`config.mk`:
```
export PLATFORM = sky130hd
export DESIGN_NAME = warp_issue_arbiter
export DESIGN_NICKNAME = d
export VERILOG_FILES = /design/src/rtl/warp_issue_arbiter.sv
export SDC_FILE = /design/constraint.sdc
export NUM_CORES = 1
export LEC_CHECK = 0
export ABC_AREA = 1
export CORE_AREA = 2 2 472 474
export DETAILED_ROUTE_END_ITERATION = 10
export DIE_AREA = 0 0 474 476
export PLACE_DENSITY = 0.36
export SLEW_MARGIN = 20
export SYNTH_ARGS = -nofsm -noshare
export SYNTH_HDL_FRONTEND = slang
export SYNTH_SLANG_ARGS = --single-unit
```
`constraint.sdc`:
```
create_clock -name clock -period 7.5 [get_ports clock]
set_clock_uncertainty 0.1 [all_clocks]
set_input_delay 2.25 -clock clock [delete_from_list [all_inputs] [get_ports clock]]
set_output_delay 2.25 -clock clock [all_outputs]
set_load 0.05 [all_outputs]
```
`src/rtl/warp_issue_arbiter.sv`:
```
// Round-robin issue arbiter: picks one eligible warp head per cycle into a
// single registered issue stage, with per-warp flush and an issue counter.
module warp_issue_arbiter #(
    parameter int NUM_WARPS = 8,
    parameter int DATA_BITS = 128,
    parameter int ALLOW_B2B = 1,
    localparam int WID_BITS = $clog2(NUM_WARPS)
) (
    input  logic                           clock,
    input  logic                           reset,
    input  logic [NUM_WARPS-1:0]           ibuf_valid,
    output logic [NUM_WARPS-1:0]           ibuf_ready,
    input  logic [NUM_WARPS*DATA_BITS-1:0] ibuf_data,
    input  logic [NUM_WARPS-1:0]           warp_stall,
    input  logic                           flush_valid,
    input  logic [WID_BITS-1:0]            flush_wid,
    output logic                           issue_valid,
    input  logic                           issue_ready,
    output logic [WID_BITS-1:0]            issue_wid,
    output logic [DATA_BITS-1:0]           issue_data,
    output logic [31:0]                    issue_count
);

    logic                 full_q, full_d;
    logic [WID_BITS-1:0]  wid_q, wid_d;
    logic [DATA_BITS-1:0] data_q, data_d;
    logic [WID_BITS-1:0]  rr_ptr_q, rr_ptr_d;
    logic [31:0]          count_q, count_d;

    logic                 kill;
    logic                 fire;
    logic                 can_load;
    logic [NUM_WARPS-1:0] eligible;
    logic                 found;
    logic [WID_BITS-1:0]  grant_wid;
    logic [WID_BITS-1:0]  idx;
    logic                 grant_valid;

    always_comb begin
        kill        = flush_valid & full_q & (wid_q == flush_wid);
        // Reset masks the stage so a staged instruction is never issued mid-reset.
        issue_valid = full_q & ~kill & ~reset;
        fire        = issue_valid & issue_ready;
        can_load    = ~full_q | fire | kill;

        for (int w = 0; w < NUM_WARPS; w++) begin
            eligible[w] = ibuf_valid[w] & ~warp_stall[w]
                        & ~(flush_valid && (flush_wid == WID_BITS'(w)))
                        & ~((ALLOW_B2B == 0) && full_q && !fire && !kill
                            && (wid_q == WID_BITS'(w)));
        end

        found     = 1'b0;
        grant_wid = '0;
        idx       = '0;
        for (int i = 0; i < NUM_WARPS; i++) begin
            idx = rr_ptr_q + WID_BITS'(i);
            if (!found && eligible[idx]) begin
                found     = 1'b1;
                grant_wid = idx;
            end
        end
        grant_valid = found & can_load & ~reset;

        ibuf_ready = '0;
        ibuf_ready[grant_wid] = grant_valid;

        full_d   = full_q;
        wid_d    = wid_q;
        data_d   = data_q;
        rr_ptr_d = rr_ptr_q;
        count_d  = count_q;

        if (fire) begin
            count_d = count_q + 32'd1;
        end

        if (grant_valid) begin
            full_d   = 1'b1;
            wid_d    = grant_wid;
            data_d   = ibuf_data[DATA_BITS*grant_wid +: DATA_BITS];
            rr_ptr_d = grant_wid + WID_BITS'(1);
        end else if (fire || kill) begin
            full_d = 1'b0;
        end
    end

    always_ff @(posedge clock) begin
        if (reset) begin
            full_q   <= 1'b0;
            wid_q    <= '0;
            data_q   <= '0;
            rr_ptr_q <= '0;
            count_q  <= '0;
        end else begin
            full_q   <= full_d;
            wid_q    <= wid_d;
            data_q   <= data_d;
            rr_ptr_q <= rr_ptr_d;
            count_q  <= count_d;
        end
    end

    assign issue_wid   = wid_q;
    assign issue_data  = data_q;
    assign issue_count = count_q;

endmodule
```
; ---- After elaboration in Yosys (flattened, before gate mapping)
; Index checks and enable logic that the tools add are counted.
[classes]
n_bitwise = 45
n_addsub = 9
order_cmp = 10
eq_ne = 8
reduce_logical = 26
shifts = 1
n_mux = 36
[ops]
columns = cell, count
row1 = 1024-bit by 11-bit variable part select with 128-bit output, 1
row2 = "3-bit by 4-bit < comparator with 1-bit output, second input constant", 9
row3 = "32-bit by 1-bit adder with 32-bit output, second input constant", 1
row4 = 1-bit binary-select mux with 3-bit select, 8
row5 = 3-bit 2-to-1 mux, 8
row6 = 1-bit bitwise AND, 23
row7 = 1-bit 2-to-1 mux, 19
row8 = 1-bit inverter, 19
row9 = 1-bit logical AND, 16
row10 = "3-bit adder, second input constant", 4
row11 = "3-bit == test, second input constant", 4
row12 = 8-bit bitwise AND, 1
row13 = 1-bit logical NOT, 7
row14 = "3-bit by 1-bit adder with 3-bit output, second input constant", 2
row15 = "3-bit by 2-bit adder with 3-bit output, second input constant", 2
row16 = "3-bit by 2-bit == test with 1-bit output, second input constant", 2
row17 = 1-bit demux with 3-bit select, 1
row18 = "3-bit by 1-bit == test with 1-bit output, second input constant", 1
row19 = 3-bit == test, 1
row20 = "3-bit by 1-bit >= comparator with 1-bit output, second input constant", 1
row21 = 3-bit logical NOT, 1
row22 = 1-bit bitwise OR, 2
row23 = 2-bit nonzero test, 1
row24 = 1-bit logical OR, 1
[totals]
regBits = 167
out_inout_bits = 172
word_cells = 140

; ---- Logic depth before layout (Yosys ltp)
; Gate-level depths: netlist (run 1).
[logic_depth]
ltp_word = 33
ltp_mapped = 26
mapped_depth_nobuf = 24

; ---- Worst setup path after synthesis (run 1)
; Ideal clock, no wire load.
[synth_timing]
path_kind = input to output
start = input flush_wid[1]
end = output ibuf_ready[0]
path_slack_ns = -0.365
path_stages = 14
arrival_time_ns = 5.515
t_required_ns = 5.150
cell_sequence = inv_1 > a21oi_1 > nand3_1 > nand2_1 > nor2_1 > nand2_1 > inv_2 > nor2_1 > nor2_1 > inv_2 > clkbuf_1 > nor2_1 > inv_1 > nor3_1
[synth_between]
elab_cells_between_ends = 94
cone_classes = order compare (2) / eq/ne (8) / mux (34) / bitwise (26) / reduce/logical (24)
[synth_lines]
columns = element, line
row1 = start: declaration, 16  ; input logic [WID_BITS-1:0] flush_wid,
row2 = 3-bit == test, 40  ; kill = flush_valid & full_q & (wid_q == flush_wid);
row3 = 1-bit bitwise AND, 40
row4 = 1-bit inverter, 42  ; issue_valid = full_q & ~kill & ~reset;
row5 = 1-bit bitwise AND (2 in series), 42
row6 = net issue_valid, 17  ; output logic issue_valid,
row7 = 1-bit bitwise AND, 43  ; fire = issue_valid & issue_ready;
row8 = 1-bit bitwise OR (2 in series), 44  ; can_load = ~full_q | fire | kill;
row9 = 1-bit bitwise AND (2 in series), 63  ; grant_valid = found & can_load & ~reset;
row10 = 8-bit bitwise AND (no source line), -
row11 = end: declaration, 12  ; output logic [NUM_WARPS-1:0] ibuf_ready,
; The timed path passes the listed nets, and every way through them passes these cells. The select of a mux whose other input is x is not followed.

; ---- Worst setup path in the final report (run 1)
[layout_timing]
start = input flush_valid
end = output ibuf_ready[0]
[layout_between]
elab_chain_len = 32
elab_cells_between_ends = 86
cone_classes = order compare (2) / mux (34) / bitwise (27) / reduce/logical (23)
[layout_lines]
columns = element, line
row1 = start: declaration, 15  ; input logic flush_valid,
row2 = 1-bit logical AND, 48  ; & ~(flush_valid && (flush_wid == WID_BITS'(w)))
row3 = 1-bit inverter, 48
row4 = 1-bit bitwise AND, 48
row5 = 1-bit binary-select mux with 3-bit select, 58  ; if (!found && eligible[idx]) begin
row6 = 1-bit 2-to-1 mux (implied by the code), 58
row7 = 1-bit 2-to-1 mux, 58
row8 = 1-bit logical NOT, 58
row9 = 1-bit logical AND, 58
row10 = (+16 left out), -
row11 = 1-bit logical NOT, 58
row12 = 1-bit logical AND, 58
row13 = 3-bit 2-to-1 mux, 58
row14 = 3-bit by 4-bit < comparator with 1-bit output (implied by the code) / 3-bit by 1-bit >= comparator with 1-bit output (equally long branches), 66  ; ibuf_ready[grant_wid] = grant_valid;
row15 = 1-bit logical AND (implied by the code), 66
row16 = 1-bit 2-to-1 mux (implied by the code), 66
row17 = 1-bit demux with 3-bit select, 66
row18 = 8-bit bitwise AND (no source line) *, -
; Mark *: on every way between the ends. The rest lies on a longest branch, timed or not. The select of a mux whose other input is x is not followed.

==> flow_metrics.env, run 1 <==
export IMPL_dr_total_vias=29304
export IMPL_syn_area_per_cell_sq_um=4.81
export IMPL_timing_max_cap_violations=0
export IMPL_setup_worst_path_start_class="input port"
export IMPL_reg2reg_from="rr_ptr_q[1]$_SDFFE_PP0P_"
export IMPL_cts_hold_fix_buffers=0
export IMPL_path_common_cell="sky130_fd_sc_hd__nand2_1"
export IMPL_final_common_cell="sky130_fd_sc_hd__nand2_1"
export IMPL_htree_num_levels=4
export IMPL_yosysWarnings=0
export IMPL_cpPeakStageDelay_ns=0.49
export IMPL_synth_mux_area_frac=0
export IMPL_die_area_sq_um=226000
export IMPL_final_cell_mix="sky130_fd_sc_hd__nand2_1 (2,223), sky130_fd_sc_hd__clkdlybuf4s50_1 (1,206), sky130_fd_sc_hd__nand3_1 (663)"
export IMPL_areaGrowthSynthToFinish_pct=84.0
export IMPL_maxSlewHeadroom=0.333
export IMPL_synth_top_cell_area_share=0.432
export IMPL_met3RoutedLength_microns=19400
export IMPL_yosys_top_cells_area="sky130_fd_sc_hd__nand2_1 (43%), sky130_fd_sc_hd__nand3_1 (18%), sky130_fd_sc_hd__dfxtp_1 (17%), sky130_fd_sc_hd__inv_1 (9.1%), sky130_fd_sc_hd__buf_2 (3.0%)"
export IMPL_hold_path_end="issue_count[31]$_SDFFE_PP0P_"
export IMPL_first_pass_grt_wire_length_microns=258000
export IMPL_grt_start_max_net_pins=154
export IMPL_clkSinkCount=167
export IMPL_detailed_place_hpwl_microns=160000
export IMPL_clock_tree_from_tritoncts="built"
export IMPL_final_setup_viol_count=0
export IMPL_avgViaCountPerCell=3.62
export IMPL_hold_path_cell_count=2
export IMPL_tns_ns=0
export IMPL_post_synth_instance_area_sq_um=19400
export IMPL_hp_class="flip-flop to flip-flop"
export IMPL_syn_num_nets=5079
export IMPL_synthFlopType="sky130_fd_sc_hd__dfxtp_1"
export IMPL_floorplan_die_height_microns=476
export IMPL_number_of_antenna_violations_at_the_first_check_in_global_routing=134
export IMPL_hp_start="issue_count[31]$_SDFFE_PP0P_"
export IMPL_end_kind="output port"
export IMPL_synth_simple_gate_area_frac=0.638
export IMPL_final_fill_count=26034
export IMPL_track_usage=0.168
export IMPL_yosys_register_bits=167
export IMPL_first_global_vias=28782
export IMPL_synth_compound_gate_area_share=0.0214
export IMPL_final_hold_violation_count=0
export IMPL_r2r_end="issue_data[64]$_SDFFE_PP0P_"
export IMPL_final_hold_worst_slack_ns=0.393
export IMPL_cp_cell_sequence="clkdlybuf4s50_1 > nand2_1 > inv_2 > nand2_1 > nand3_1 > nand3_1 > nand3_2 > nand2_1 > nor2_2 > nand4_2 > nor2_4 > nand3b_1 > nand2_1 > nor2_1 > buf_4 > inv_8 > nor2_1 > inv_1 > nor3_1 > buf_4 > buf_12"
export IMPL_cts_clk_slew_worst_paths_ns=0.08
export IMPL_cp_max_fo=6
export IMPL_final_routed_drc_violation_total=0
export IMPL_rows=173
export IMPL_post_synth_inst_count=4029
export IMPL_numCtsBuffers=17
export IMPL_r2r_slack_ns=1.84
export IMPL_synth_edf_count=0
export IMPL_global_route_overflow_total=0
export IMPL_synthXorXnorAreaFrac=0.00362
export IMPL_synthAdderAreaFrac=0.00194
export IMPL_total_power_mw=20.1
export IMPL_vdd_ir_drop_max_mv=0.698
export IMPL_post_drt_wl_per_cell_microns=24.5
export IMPL_cts_max_path_buffers=2
export IMPL_dr_wl_met2_microns=89000
export IMPL_crit_arrival_ns=4.97
export IMPL_p_leak_nw=17.5
export IMPL_pin_count=1219
export IMPL_fraction_of_layout_cells_with_a_size_suffix_above_1=0.0344
export IMPL_horiz_die_dim_microns=474
export IMPL_largest_family_of_logic_cells_by_synthesized_area="simple AND/OR/NAND/NOR gates"
export IMPL_ys_async_sr_fraction=0
export IMPL_r2r_worst_path_cells=22
export IMPL_clk_latency_ns=0.56
export IMPL_buffer_ports_inserted=1218
export IMPL_period_minus_slack_ns=7.32
export IMPL_ant_nets=0
export IMPL_cts_root_cell="sky130_fd_sc_hd__clkbuf_16"
export IMPL_iter_0_drt_violations=1987
export IMPL_place_gp_congestion=0.895
export IMPL_floorplan_core_area_sq_um=221000
export IMPL_route_top_layer_used="met5"
export IMPL_seq_area_frac_synth=0.172
export IMPL_drt_wl_total_microns=198000
export IMPL_achievable_frequency_mhz=137
export IMPL_slowest_stage="sky130_fd_sc_hd__clkdlybuf4s50_1"
export IMPL_report_final_slew_viol_count=0
export IMPL_power_density_cell_area_nw_per_um2=564
export IMPL_synth_largest_area_cell="sky130_fd_sc_hd__nand2_1"
export IMPL_route_layer_met1_wl_microns=87100
export IMPL_detailedRoute_firstPassIterationCount=5
export IMPL_path_class="input port to output port"
export IMPL_layout_worst_path_cycle_share=0.976
export IMPL_run_status="finished, final reports clean"
export IMPL_worstPathRequired_ns=5.15
export IMPL_number_of_nets_at_the_end_of_the_flow=6122
export IMPL_initial_utilization=0.0877
export IMPL_synth_cell_type_count=34
export IMPL_tightestPinTransition_ns=1.00
-- cells by family after synthesis --
family / Yosys count
XOR/XNOR: 8
flip-flops: 167
buffers and inverters: 748
AND/OR/NAND/NOR: 3024
adder cells (fa/ha/maj): 3
AO/OA/AOI/OAI: 79
-- critical path: cells and delay by family --
| kind | cells | cell delay [ns] |
|---|---|---|
| AND/OR/NAND/NOR | 14 | 1.55 |
| buffers and inverters | 7 | 1.18 |
-- per-layer routing --
metal | global-route usage | up-vias
li1 | - | 14343
met1 | 0.217 | 13501
met2 | 0.271 | 1178
met3 | 0.0610 | 202
met4 | 0.0228 | 80
met5 | 0 | -
-- worst max path at each step --
stage,startpoint,end,slack (ns),cells past startpoint
final,flush_valid,ibuf_ready[0],0.18,21
after global routing,flush_valid,ibuf_ready[0],-0.03,19
after CTS,flush_wid[1],ibuf_ready[4],0.007,18
after detailed placement,flush_wid[0],ibuf_ready[6],-0.17,17
after global placement,flush_wid[0],ibuf_ready[6],-0.24,17
after floorplan,flush_wid[1],ibuf_ready[0],-0.36,14
-- report_power, final --
group	total, mW	leakage (nW)	switching, mW	internal [mW]
combinational	17.9	15.8	13.1	4.78
clock	1.06	0.282	0.608	0.450
sequential	1.14	1.36	0.0955	1.05
total	20.1	17.5	13.8	6.28
-- what timing repair did --
action	in CTS	in global routing
resized for setup	7	33
buffers inserted	1	3
setup endpoints to repair	3	8
pin swaps	1	3
gates cloned	0	0
-- Yosys cell counts (all sizes together), types with 2 or more instances --
cell and count:
xnor2 3, nand2 2230, a21oi 54, buf 179, o21a 5, nor4 3, ha 3, xor2 5
o21ai 17, inv 479, nor3b 6, nor2 67, nand4 10, nand3 684, nor3 20, dfxtp 167
clkbuf 89, nand3b 2
-- flip-flops by register name, indices dropped and copies added, names as in the netlist --
register     flops
issue_data     128
issue_count     32
issue_wid        3
rr_ptr_q         3
full_q           1
-- area by class of cell --
type,instances,area [sq um],area share
Tap cell,2975,3720,0.104
Timing Repair Buffer,1292,13000,0.365
Antenna cell,28,70.1,0.00196
Clock buffer,17,425,0.0119
Multi-Input combinational cell,3114,13100,0.367
Clock inverter,15,175,0.00491
Inverter,480,1840,0.0516
Sequential cell,167,3340,0.0937
-- metrics by stage --
stage	util	setup WS [ns]	area, sq um	cells
after global routing	0.161	-0.0270	35600	8066
after CTS	0.160	0.00679	35400	8057
after floorplan	-	-0.365	19400	4029
final	0.161	0.178	35700	8088
after global placement	0.158	-0.238	34800	8024
after detailed placement	0.158	-0.172	34800	8024
Note: power is estimated with default switching activity, not from simulation.
==> run 2: changes to the inputs <==
CORE_AREA = 2 2 476 478   (was 2 2 472 474)
DIE_AREA = 0 0 478 480   (was 0 0 474 476)
GPL_TIMING_DRIVEN = 1   (was default)
TNS_END_PERCENT = 10   (was default)
clock period = 7.1 ns   (was 7.5 ns; I/O delays follow)
==> flow_metrics.env, run 2 (synthesis gave the netlist of run 1 again) <==
export IMPL_horiz_die_dim_microns=478
export IMPL_die_area_sq_um=229000
export IMPL_final_common_cell="sky130_fd_sc_hd__nand2_1"
export IMPL_global_route_overflow_total=0
export IMPL_floorplan_die_height_microns=480
export IMPL_buffer_ports_inserted=1218
export IMPL_path_class="input port to output port"
export IMPL_grt_setup_unrepaired="yes"
export IMPL_run_status="finished, final reports clean"
export IMPL_reg2reg_from="rr_ptr_q[1]$_SDFFE_PP0P_"
export IMPL_design_area_sq_um=36000
export IMPL_final_instance_count_excl_fill=8133
export IMPL_dr_total_vias=29651
export IMPL_achievable_frequency_mhz=143
export IMPL_cts_clk_slew_worst_paths_ns=0.10
export IMPL_initial_utilization=0.0865
export IMPL_family_of_cells_with_the_greatest_summed_delay_on_the_critical_path="simple AND/OR/NAND/NOR gates"
export IMPL_cpPeakStageDelay_ns=0.48
export IMPL_worstPathRequired_ns=4.87
export IMPL_end_kind="output port"
export IMPL_maxSlewHeadroom=0.289
export IMPL_r2r_slack_ns=1.56
export IMPL_globalRouteMet3Util=0.0617
export IMPL_numPlacedInstances=8073
export IMPL_pin_count=1219
export IMPL_ant_nets=0
export IMPL_rows=174
export IMPL_largest_reg_flops=128
export IMPL_core_occupancy_in_the_finished_layout=0.161
export IMPL_grt_start_max_net_pins=160
export IMPL_numCtsBuffers=17
export IMPL_clk_latency_ns=0.55
export IMPL_iter_0_drt_violations=1841
export IMPL_cp_max_fo=5
export IMPL_tightestPinTransition_ns=1.06
export IMPL_number_of_antenna_violations_at_the_first_check_in_global_routing=140
export IMPL_htree_num_levels=4
export IMPL_grt_use_met1=0.220
export IMPL_clock_tree_from_tritoncts="built"
export IMPL_post_drt_wl_per_cell_microns=25.1
export IMPL_hp_start="issue_count[31]$_SDFFE_PP0P_"
export IMPL_power_density_cell_area_nw_per_um2=603
export IMPL_hold_path_end="issue_count[31]$_SDFFE_PP0P_"
export IMPL_drt_wl_total_microns=204000
export IMPL_r2r_worst_path_cells=22
export IMPL_final_hold_violation_count=0
export IMPL_cts_root_cell="sky130_fd_sc_hd__clkbuf_16"
export IMPL_report_final_slew_viol_count=0
export IMPL_cp_cell_sequence="clkdlybuf4s50_1 > inv_1 > nor2_4 > nand2_1 > nand3_1 > nand3_1 > nand3_1 > nand2_1 > nand3_1 > nor2_1 > nor2_1 > nand3_1 > nor2_2 > nand3_4 > buf_4 > nor3_4 > buf_12"
export IMPL_fraction_of_layout_cells_with_a_size_suffix_above_1=0.0426
export IMPL_period_minus_slack_ns=6.99
export IMPL_final_routed_drc_violation_total=0
export IMPL_clkSinkCount=167
export IMPL_final_cell_mix="sky130_fd_sc_hd__nand2_1 (2,220), sky130_fd_sc_hd__clkdlybuf4s50_1 (1,205), sky130_fd_sc_hd__nand3_1 (660)"
export IMPL_areaGrowthSynthToFinish_pct=86.0
export IMPL_first_global_vias=29777
export IMPL_floorplan_core_area_sq_um=224000
export IMPL_detailed_place_hpwl_microns=168000
export IMPL_number_of_nets_at_the_end_of_the_flow=6152
export IMPL_timing_max_cap_violations=0
export IMPL_post_dp_cell_area_sq_um=35200
export IMPL_number_of_buffer_and_inverter_instances_along_the_worst_setup_path=4
export IMPL_final_setup_viol_count=0
export IMPL_hp_class="flip-flop to flip-flop"
export IMPL_grt_met2_usage=0.279
export IMPL_r2r_end="issue_data[35]$_SDFFE_PP0P_"
export IMPL_cts_max_path_buffers=2
export IMPL_place_gp_congestion=0.888
export IMPL_first_pass_grt_wire_length_microns=268000
export IMPL_crit_arrival_ns=4.76
export IMPL_tns_ns=0
export IMPL_hold_path_cell_count=2
export IMPL_avgViaCountPerCell=3.65
export IMPL_layout_worst_path_cycle_share=0.985
export IMPL_setup_worst_path_start_class="input port"
export IMPL_p_leak_nw=17.6
export IMPL_grt_most_used_layer="met2"
export IMPL_detailedRoute_firstPassIterationCount=5
export IMPL_final_hold_worst_slack_ns=0.386
export IMPL_slowest_stage="sky130_fd_sc_hd__clkdlybuf4s50_1"
export IMPL_vdd_ir_drop_max_mv=0.722
export IMPL_path_common_cell="sky130_fd_sc_hd__nand3_1"
export IMPL_track_usage=0.171
## run 2: worst reg2reg max path, delay by kind of cell (launching register included)
family / cells / cell delay [ns]
fa+ha+maj: 1 / 0.53
buf+inv: 7 / 1.81
flops: 1 / 0.74
simple gates: 14 / 2.31
## run 2: stage by stage
stage | worst slack [ns] | power [mW]
6_report | 0.105 | 21.7
5_1_grt | -0.0232 | 24.1
4_1_cts | -0.0300 | 22.4
3_5_place_dp | -0.112 | 21.1
3_3_place_gp | -0.158 | 21.1
2_1_floorplan | 0.199 | 12.7
## run 2: power breakdown
group / internal [mW] / total [mW] / switching [mW]
clock network: 0.478 / 1.12 / 0.645
logic: 5.38 / 19.4 / 14.0
registers: 1.11 / 1.21 / 0.107
## run 2: how the worst max path moves through the flow
stage,endpoint,slack [ns],cells after the start,start
2_1_floorplan,ibuf_ready[0],0.20,14,flush_wid[1]
3_3_place_gp,ibuf_ready[2],-0.16,18,flush_wid[0]
3_5_place_dp,ibuf_ready[2],-0.11,16,flush_wid[1]
4_1_cts,ibuf_ready[2],-0.03,16,flush_wid[0]
5_1_grt,ibuf_ready[1],-0.02,19,flush_valid
6_report,ibuf_ready[0],0.11,17,flush_valid
## run 2: area by class of cell
| type | count | area, sq um |
|---|---|---|
| antenna | 26 | 65.1 |
| clock buffer | 17 | 425 |
| clock inverter | 15 | 173 |
| sequential | 167 | 3340 |
| timing repair buffer | 1322 | 13300 |
| inverter | 480 | 1840 |
| tap | 2992 | 3740 |
| fill | 26400 | 188000 |
| multi-input combinational | 3114 | 13100 |
## run 2: routing by layer
layer | up-vias | share of wire
met5 | - | 0.0019
met4 | 64 | 0.013
met3 | 205 | 0.090
met2 | 1261 | 0.45
met1 | 13721 | 0.44
li1 | 14400 | -
## run 2: repair_timing
item | CTS | global route
setup buffers | 1 | 1
hold buffers | 0 | 0
gates resized for setup | 6 | 47
cloned | 0 | 0
endpoints found under the setup margin | 8 | 8
pin swaps | 1 | 11
==> run 3: changes to the inputs <==
SLEW_MARGIN = 10   (was 20)
==> results of run 3 <==
The final DEF is identical to that of run 2; final timing and power are the same.
